File: src/rtl/cpu_bus_interface.sv
// cpu_bus_interface: takes one 16-bit read/write request from the 6502 core
// and serialises it onto the 8-bit TinyTapeout pins. Address goes out high
// byte first, then low byte. The data phase supports wait states, rdy
// stretching and a timeout, and the result goes back to the core as a
// one-cycle response pulse.
module cpu_bus_interface #(
    parameter int WAIT_STATES = 0,   // extra data-phase cycles before rdy is considered (0..15)
    parameter int TIMEOUT     = 64   // rdy-low data-phase cycles tolerated before abort (1..255)
) (
    input  logic        clk,
    input  logic        rst_n,
    input  logic        req_valid,
    output logic        req_ready,
    input  logic [15:0] req_addr,
    input  logic        req_rw,
    input  logic [7:0]  req_wdata,
    output logic        rsp_valid,
    output logic        rsp_err,
    output logic [7:0]  rsp_rdata,
    input  logic        rdy,
    output logic [7:0]  pin_addr,
    output logic [7:0]  pin_data_out,
    input  logic [7:0]  pin_data_in,
    output logic [7:0]  pin_data_oe,
    output logic [1:0]  pin_phase
);

    // The encoding matches the pin_phase values seen on the bus.
    typedef enum logic [1:0] {
        S_IDLE    = 2'd0,
        S_ADDR_HI = 2'd1,
        S_ADDR_LO = 2'd2,
        S_DATA    = 2'd3
    } state_t;

    localparam logic [3:0] WAIT_LD = 4'(WAIT_STATES);
    // to_cnt counts stalls already taken, so the abort fires on the stall
    // that would bring it to TIMEOUT.
    localparam logic [7:0] TO_LAST = 8'(TIMEOUT - 1);

    state_t      state_q, state_d;
    logic [15:0] addr_q, addr_d;
    logic        rw_q, rw_d;
    logic [7:0]  wdata_q, wdata_d;
    logic [3:0]  wait_cnt_q, wait_cnt_d;
    logic [7:0]  to_cnt_q, to_cnt_d;
    logic [7:0]  pin_addr_q, pin_addr_d;
    logic        rsp_valid_q, rsp_valid_d;
    logic        rsp_err_q, rsp_err_d;
    logic [7:0]  rsp_rdata_q, rsp_rdata_d;
    logic [1:0]  pin_phase_q;

    // State and datapath registers. Reset drops any access in flight.
    always_ff @(posedge clk or negedge rst_n) begin
        if (!rst_n) begin
            state_q     <= S_IDLE;
            addr_q      <= 16'h0000;
            rw_q        <= 1'b0;
            wdata_q     <= 8'h00;
            wait_cnt_q  <= 4'd0;
            to_cnt_q    <= 8'd0;
            pin_addr_q  <= 8'h00;
            rsp_valid_q <= 1'b0;
            rsp_err_q   <= 1'b0;
            rsp_rdata_q <= 8'h00;
            pin_phase_q <= 2'd0;
        end else begin
            state_q     <= state_d;
            addr_q      <= addr_d;
            rw_q        <= rw_d;
            wdata_q     <= wdata_d;
            wait_cnt_q  <= wait_cnt_d;
            to_cnt_q    <= to_cnt_d;
            pin_addr_q  <= pin_addr_d;
            rsp_valid_q <= rsp_valid_d;
            rsp_err_q   <= rsp_err_d;
            rsp_rdata_q <= rsp_rdata_d;
            pin_phase_q <= state_d;
        end
    end

    // Next-state logic: request capture, address serialisation and the
    // data-phase wait / stretch / timeout rules.
    always_comb begin
        state_d     = state_q;
        addr_d      = addr_q;
        rw_d        = rw_q;
        wdata_d     = wdata_q;
        wait_cnt_d  = wait_cnt_q;
        to_cnt_d    = to_cnt_q;
        pin_addr_d  = pin_addr_q;
        rsp_valid_d = 1'b0;
        rsp_err_d   = 1'b0;
        rsp_rdata_d = rsp_rdata_q;

        case (state_q)
            S_IDLE: begin
                // req_ready is high throughout IDLE, so req_valid alone accepts.
                if (req_valid) begin
                    addr_d     = req_addr;
                    rw_d       = req_rw;
                    wdata_d    = req_wdata;
                    pin_addr_d = req_addr[15:8];
                    state_d    = S_ADDR_HI;
                end
            end
            S_ADDR_HI: begin
                pin_addr_d = addr_q[7:0];
                state_d    = S_ADDR_LO;
            end
            S_ADDR_LO: begin
                wait_cnt_d = WAIT_LD;
                to_cnt_d   = 8'd0;
                state_d    = S_DATA;
            end
            S_DATA: begin
                if (wait_cnt_q != 4'd0) begin
                    // Wait states run out before rdy is looked at.
                    wait_cnt_d = wait_cnt_q - 4'd1;
                end else if (rdy) begin
                    rsp_valid_d = 1'b1;
                    if (!rw_q) begin
                        rsp_rdata_d = pin_data_in;
                    end
                    state_d = S_IDLE;
                end else begin
                    to_cnt_d = to_cnt_q + 8'd1;
                    if (to_cnt_q == TO_LAST) begin
                        rsp_valid_d = 1'b1;
                        rsp_err_d   = 1'b1;
                        state_d     = S_IDLE;
                    end
                end
            end
            default: state_d = S_IDLE;
        endcase
    end

    assign req_ready    = (state_q == S_IDLE);
    assign rsp_valid    = rsp_valid_q;
    assign rsp_err      = rsp_err_q;
    assign rsp_rdata    = rsp_rdata_q;
    assign pin_addr     = pin_addr_q;
    assign pin_phase    = pin_phase_q;
    // Write data is driven for the whole data phase, including wait and stretch cycles.
    assign pin_data_oe  = (state_q == S_DATA && rw_q) ? 8'hFF : 8'h00;
    assign pin_data_out = (state_q == S_DATA && rw_q) ? wdata_q : 8'h00;

endmodule

File: config.mk
export PLATFORM = sky130hd
export DESIGN_NAME = cpu_bus_interface
export DESIGN_NICKNAME = d
export VERILOG_FILES = /design/src/rtl/cpu_bus_interface.sv
export SDC_FILE = /design/constraint.sdc
export NUM_CORES = 1
export LEC_CHECK = 0
export CAP_MARGIN = 20
export CELL_PAD_IN_SITES_DETAIL_PLACEMENT = 0
export CELL_PAD_IN_SITES_GLOBAL_PLACEMENT = 1
export CORE_ASPECT_RATIO = 0.8
export CORE_MARGIN = 4
export CORE_UTILIZATION = 39
export DETAILED_ROUTE_END_ITERATION = 6
export PLACE_DENSITY = 0.94
export SLEW_MARGIN = 20
export SYNTH_ARGS = -nofsm -noshare
export SYNTH_HDL_FRONTEND = slang
export SYNTH_SLANG_ARGS = --single-unit
File: constraint.sdc
create_clock -name clk -period 5.1 [get_ports clk]
set_input_delay 0.765 -clock clk [delete_from_list [all_inputs] [get_ports clk]]
set_output_delay 0.765 -clock clk [all_outputs]
set_load 0.01 [all_outputs]
==> results of run 1 <==
routing by layer:
metal | up-vias | GRT usage | share of wire
met4 | 0 | 0.0483 | 0.0041
met2 | 59 | 0.208 | 0.44
met1 | 824 | 0.197 | 0.46
met3 | 2 | 0.0417 | 0.091
met5 | - | 0 | 0
li1 | 850 | - | -
power groups by stage:
stage	clock network (mW)	logic, mW	registers [mW]
after global routing	0.306	0.895	0.672
final	0.281	0.820	0.653
after CTS	0.291	0.830	0.653
after global placement	0	0.807	0.653
after floorplan	0	0.492	0.665
after detailed placement	0	0.828	0.658
synth_stat cells, types with 2 or more instances:
library cell,number,area share
dfrtp_1,49,0.51
mux2_2,22,0.10
o22ai_1,16,0.042
nand2_1,13,0.020
a21oi_1,9,0.019
nor2_1,9,0.014
and3_1,8,0.021
buf_4,8,0.025
mux2_4,8,0.050
ha_1,7,0.037
clkbuf_1,6,0.0094
inv_1,6,0.0094
o21ai_0,5,0.010
buf_2,4,0.0084
mux2_1,4,0.019
nand3_1,4,0.0084
xnor2_1,4,0.015
mux2i_1,3,0.013
nand2b_1,3,0.0079
nor3_1,2,0.0042
nor4_1,2,0.0052
nor4_2,2,0.010
cell type report:
type	count	area (µm²)	share of cell area
sequential	49	1230	0.380
multi-input combinational	131	1030	0.320
timing repair buffer	74	733	0.227
tap	81	101	0.0314
clock buffer	5	68.8	0.0213
clock inverter	3	43.8	0.0136
inverter	6	22.5	0.00697
flip-flops by register name, summed over array words and instances (netlist names), 2 cells and up:
signal	count
to_cnt_q	8
wait_cnt_q	4
pin_phase	2
rsp_rdata	8
wdata_q	8
pin_addr	8
addr_q	8
final timing paths:
path	slack, ns	start	cells after the start	end
setup / recovery	2.19	pin_phase[0]	3	req_ready
hold / removal	0.48	to_cnt_q[7]	1	rsp_err
setup reg to reg	2.51	pin_phase[1]	4	rsp_rdata[6]
hold reg to reg	0.48	to_cnt_q[7]	1	rsp_err
max in group asynchronous	4.12	rst_n	2	pin_addr[5]
min in group asynchronous	0.55	rst_n	2	rsp_valid
worst register-to-register path, cell delays in order, from the launching register on:
cell	delay, ns
dfrtp_1	0.42
ha_1	0.47
nand4bb_1	0.49
or3b_1	0.74
mux2_4	0.38
cells by family after synthesis:
logic type / synth area share
multiplexers: 0.186
flip-flops: 0.514
AND/OR/NAND/NOR: 0.112
AO/OA/AOI/OAI: 0.0839
buffers and inverters: 0.0525
adder cells (fa/ha/maj): 0.0367
XOR/XNOR: 0.0147
layout by cell type, fill, tap and decap left out, drive strengths merged, types with 6 or more instances in the layout:
cell and count:
inv 7, o22ai 16, clkdlybuf4s50 72, ha 7, nor2 9, dfrtp 49
a21oi 9, nand2 13, and3 8, mux2 34, o21ai 6
through the flow:
stage,std cells,hold WS [ns],instance area (µm²)
floorplan,204,0.451,2380
global placement,341,0.469,3120
detailed placement,341,0.480,3120
CTS,349,0.474,3230
global route,349,0.489,3230
finish,349,0.476,3230
==> impl_metrics.csv, run 1 <==
group,metric,value,unit
setup_path,critPathArrivalTime,2.15,ns
timing,maxSlewViolCount,0,
floorplan,die_area,7440,µm²
global_routing,grt_pass1_vias,1708,
pwr,clkPwrFrac,0.160,
pwr,power.switching,588,µW
pwr,peakVddDrop,0.256,mV
setup_path,critical_path.max_fanout,19,
timing,fmax,344,MHz
logic_synthesis,synthCells,204,
detailed_routing,ant_nets,0,
run,cap_violations,0,
pwr,power_density,543,nW/µm²
setup_path,path_class,"reg -> out",
global_routing,grt_use_total,0.141,
clock_tree,cts_tree,"done",
floorplan,die_width,95.4,µm
detailed_routing,drtIter0Drc,84,
clock_tree,ctsHoldBuffers,0,
clock_tree,clock_latency,0.31,ns
logic_synthesis,synth_seq_cells,49,
finish,final_core_util,0.546,
logic_synthesis,syn-num-nets,248,
setup_path,crit_family,"buffers and inverters",
detailed_routing,drc_errors,0,
clock_tree,cts-buffers-inserted,5,
setup_path,cp_num_buf_inv,2,
timing,rsz0062_at_grt,"false",
pwr,power_frac_comb,0.468,
logic_synthesis,yosysSeqAreaShare,0.514,
clock_tree,clk_pin_slew,0.10,ns
pwr,finalPower,1.75,mW
setup_path,critical-path-max-stage-delay,0.67,ns
pwr,swShare,0.335,
floorplan,start_util,0.403,
placed_design,post-dp-hpwl,3550,µm
global_routing,grt_pass1_wl,8160,µm
clock_tree,cts_setup_buffers,0,
pwr,intPower,1.17,mW
finish,diodes,0,
global_routing,grt_overflow,0,
detailed_routing,first_pass_iters,4,
logic_synthesis,synth_ff_type,"dfrtp_1",
global_routing,antenna_found_initial,0,
finish,fill_cells,480,
finish,layout-drive-gt1-share,0.157,
timing,tightest_slew,0.744,ns
worst_hold_path,hold_path_class,"reg -> reg",
placed_design,place.gp.congestion,0.754,
floorplan,io_pins,74,
finish,nets,311,
floorplan,die_y,77.9,µm
logic_synthesis,synth-edff-count,0,
detailed_routing,wl_per_cell,14.6,µm
setup_path,end_kind,"output pin",
floorplan,core_area,5910,µm²
placed_design,place_ws,2.41,ns
detailed_routing,viasPerCell,4.97,
timing,post-route-period-util,0.571,
clock_tree,postCtsResizedCells,0,
run_status,status,"finished clean",
placed_design,portBuffers,73,
global_routing,grt_max_degree,50,
detailed_routing,finalWirelength,5090,µm
logic_synthesis,ys_types,32,
finish,areaGrowthSynthToFinish,35.4,%
timing,setup_slack,2.19,ns
clock_tree,cts_buffer_depth,2,
detailed_routing,dr_total_vias,1735,
timing,maxSlewHeadroom,0.503,
pwr,sequentialPowerShare,0.372,
clock_tree,h-tree-depth,2,
logic_synthesis,synthArstFlopShare,1.00,
timing,fin_crit,2.91,ns
clock_tree,cts_sinks,49,
timing,setup_violations,0,
setup_path,cp_slowest_cell,"clkdlybuf4s50_1",
timing,fin_skew,0.0142,ns
setup_path,start_kind,"register",
pwr,leakagePower,1.38,nW
clock_tree,root_buffer,"clkbuf_8",
setup_path,crit_chain,"inv_1 -> ha_1 -> clkdlybuf4s50_1",
setup_path,cp.required,4.34,ns
logic_synthesis,syn_area,2380,µm²
floorplan,placementRows,25,
timing,setup_tns,0,ns
timing,finalHoldViolCount,0,
logic_synthesis,yosysWarnings,0,
logic_synthesis,syn_area_per_cell,11.7,µm²
Note: power is estimated with default switching activity, not from simulation.
==> run 2: changes to the inputs <==
--- a/config.mk
+++ b/config.mk
@@ -10,9 +10,9 @@
 export CELL_PAD_IN_SITES_GLOBAL_PLACEMENT = 1
 export CORE_ASPECT_RATIO = 0.8
 export CORE_MARGIN = 4
-export CORE_UTILIZATION = 39
+export CORE_UTILIZATION = 32
 export DETAILED_ROUTE_END_ITERATION = 6
-export PLACE_DENSITY = 0.94
+export PLACE_DENSITY = 0.84
 export SLEW_MARGIN = 20
 export SYNTH_ARGS = -nofsm -noshare
 export SYNTH_HDL_FRONTEND = slang
==> constraint.sdc (replaced) <==
create_clock -name clk -period 2.6 [get_ports clk]
set_input_delay 0.39 -clock clk [delete_from_list [all_inputs] [get_ports clk]]
set_output_delay 0.39 -clock clk [all_outputs]
set_load 0.01 [all_outputs]
==> impl_metrics.csv, run 2 (synthesized netlist as in run 1, its figures left out) <==
group,metric,value,unit
setup_path,critical_path.max_fanout,16,
detailed_routing,ant_nets,0,
clock_tree,cts-buffers-inserted,5,
worst_hold_path,hold_path_class,"in -> async",
clock_tree,root_buffer,"clkbuf_8",
setup_path,cp.required,2.21,ns
finish,stdcell_count,360,
pwr,sequentialPowerShare,0.377,
timing,tightest_slew,0.485,ns
clock_tree,h-tree-depth,2,
floorplan,placementRows,27,
finish,mostFrequentLayoutCells,"72 x clkdlybuf4s50_1, 49 x dfrtp_1, 22 x mux2_2",
pwr,power_density,1040,nW/µm²
floorplan,die_area,8910,µm²
detailed_routing,wl_per_cell,15.5,µm
timing,fmax,421,MHz
global_routing,antenna_found_initial,0,
setup_path,start_kind,"register",
clock_tree,clock_latency,0.31,ns
timing,maxSlewViolCount,0,
global_routing,grt_max_degree,26,
pwr,power_frac_comb,0.487,
pwr,peakVddDrop,0.390,mV
placed_design,placed_cells,351,
finish,areaGrowthSynthToFinish,36.4,%
timing,fin_skew,0.0167,ns
detailed_routing,drtIter0Drc,68,
finish,final_core_util,0.461,
pwr,leakagePower,1.38,nW
timing,maxSlewHeadroom,0.672,
floorplan,start_util,0.338,
timing,whs,0.473,ns
placed_design,portBuffers,73,
global_routing,grt_use_total,0.126,
detailed_routing,viasPerCell,4.87,
detailed_routing,finalWirelength,5570,µm
timing,post-route-period-util,0.914,
finish,final_common_cell,"clkdlybuf4s50_1",
clock_tree,cts_setup_buffers,0,
detailed_routing,dr_total_vias,1752,
placed_design,place.gp.congestion,0.784,
timing,rsz0062_at_grt,"false",
detailed_routing,first_pass_iters,4,
timing,fin_crit,2.38,ns
detailed_routing,drc_errors,0,
floorplan,die_y,85.2,µm
timing,finalHoldViolCount,0,
global_routing,grt_pass1_wl,9060,µm
placed_design,post-dp-hpwl,4010,µm
setup_path,end_kind,"output pin",
pwr,clkPwrFrac,0.135,
clock_tree,clk_pin_slew,0.10,ns
pwr,finalPower,3.39,mW
pwr,intPower,2.22,mW
run_status,status,"finished clean",
floorplan,die_width,105,µm
floorplan,core_area,7060,µm²
pwr,power.switching,1.17,mW
finish,nets,316,
setup_path,path_class,"reg -> out",
timing,setup_tns,0,ns
setup_path,critPathArrivalTime,1.99,ns
clock_tree,cts_sinks,49,
timing,setup_violations,0,
pwr,swShare,0.346,
clock_tree,cts_tree,"done",
global_routing,grt_pass1_vias,1713,
clock_tree,cts_buffer_depth,2,
finish,layout-drive-gt1-share,0.168,
global_routing,grt_overflow,0,
floorplan,io_pins,74,
finish,diodes,0,
run,cap_violations,0,
## run 2: critical path: stages, from the launching register on
cell,delay [ns]
dfrtp_1,0.42
ha_2,0.37
and2_1,0.30
clkdlybuf4s50_1,0.59
## run 2: final cells by class
class,instances,area [µm²]
fill,640,3810
sequential,49,1230
multi-input combinational,131,1040
timing repair buffer,79,773
tap,87,109
clock buffer,6,72.6
inverter,6,22.5
clock inverter,2,13.8
## run 2: what timing repair did
item / 4_1_cts / 5_1_grt
gates resized for setup: 0 / 1
hold buffers: 1 / 0
endpoints found under the hold margin: 9 / 0
setup endpoints to repair: 0 / 8
## run 2: worst paths after layout
path,start,endpoint,slack (ns),depth (start not counted)
max,pin_phase[1],pin_data_oe[4],0.22,3
min,rst_n,addr_q[3],0.47,2
max reg2reg,pin_phase[1],rsp_rdata[2],0.56,4
min reg2reg,wdata_q[7],wdata_q[7],0.50,1
max in group asynchronous,rst_n,wdata_q[1],1.52,3
min in group clk,wdata_q[7],wdata_q[7],0.50,1
## run 2: stage by stage
step	worst slack, ns	instance area (µm²)
after floorplan	0.748	2380
after global placement	0.447	3150
after detailed placement	0.372	3150
after CTS	0.0270	3250
after global routing	0.0473	3250
final	0.224	3250
## run 2: power groups by stage
stage          Clock [mW]  Combinational (mW)  Sequential [mW]
2_1_floorplan           0               0.965             1.30
3_3_place_gp            0                1.63             1.28
3_5_place_dp            0                1.67             1.30
4_1_cts             0.479                1.67             1.28
5_1_grt             0.517                1.80             1.33
6_report            0.460                1.65             1.28
## run 2: layer usage
layer	GRT usage	vias to the layer above	routed length, µm
met1	0.185	840	2770
met5	0	-	0
met2	0.174	52	2310
li1	-	852	-
met4	0.0399	0	68
met3	0.0433	8	415
==> run 3: changes to the inputs <==
--- a/config.mk
+++ b/config.mk
@@ -5,12 +5,13 @@
 export SDC_FILE = /design/constraint.sdc
 export NUM_CORES = 1
 export LEC_CHECK = 0
-export CAP_MARGIN = 20
+export CAP_MARGIN = 15
 export CELL_PAD_IN_SITES_DETAIL_PLACEMENT = 0
 export CELL_PAD_IN_SITES_GLOBAL_PLACEMENT = 1
 export CORE_ASPECT_RATIO = 0.8
 export CORE_MARGIN = 4
 export CORE_UTILIZATION = 32
+export CTS_CLUSTER_DIAMETER = 30
 export DETAILED_ROUTE_END_ITERATION = 6
 export PLACE_DENSITY = 0.84
 export SLEW_MARGIN = 20
==> results of run 3 <==
No change in the layout: final DEF, timing and power equal those of run 2.
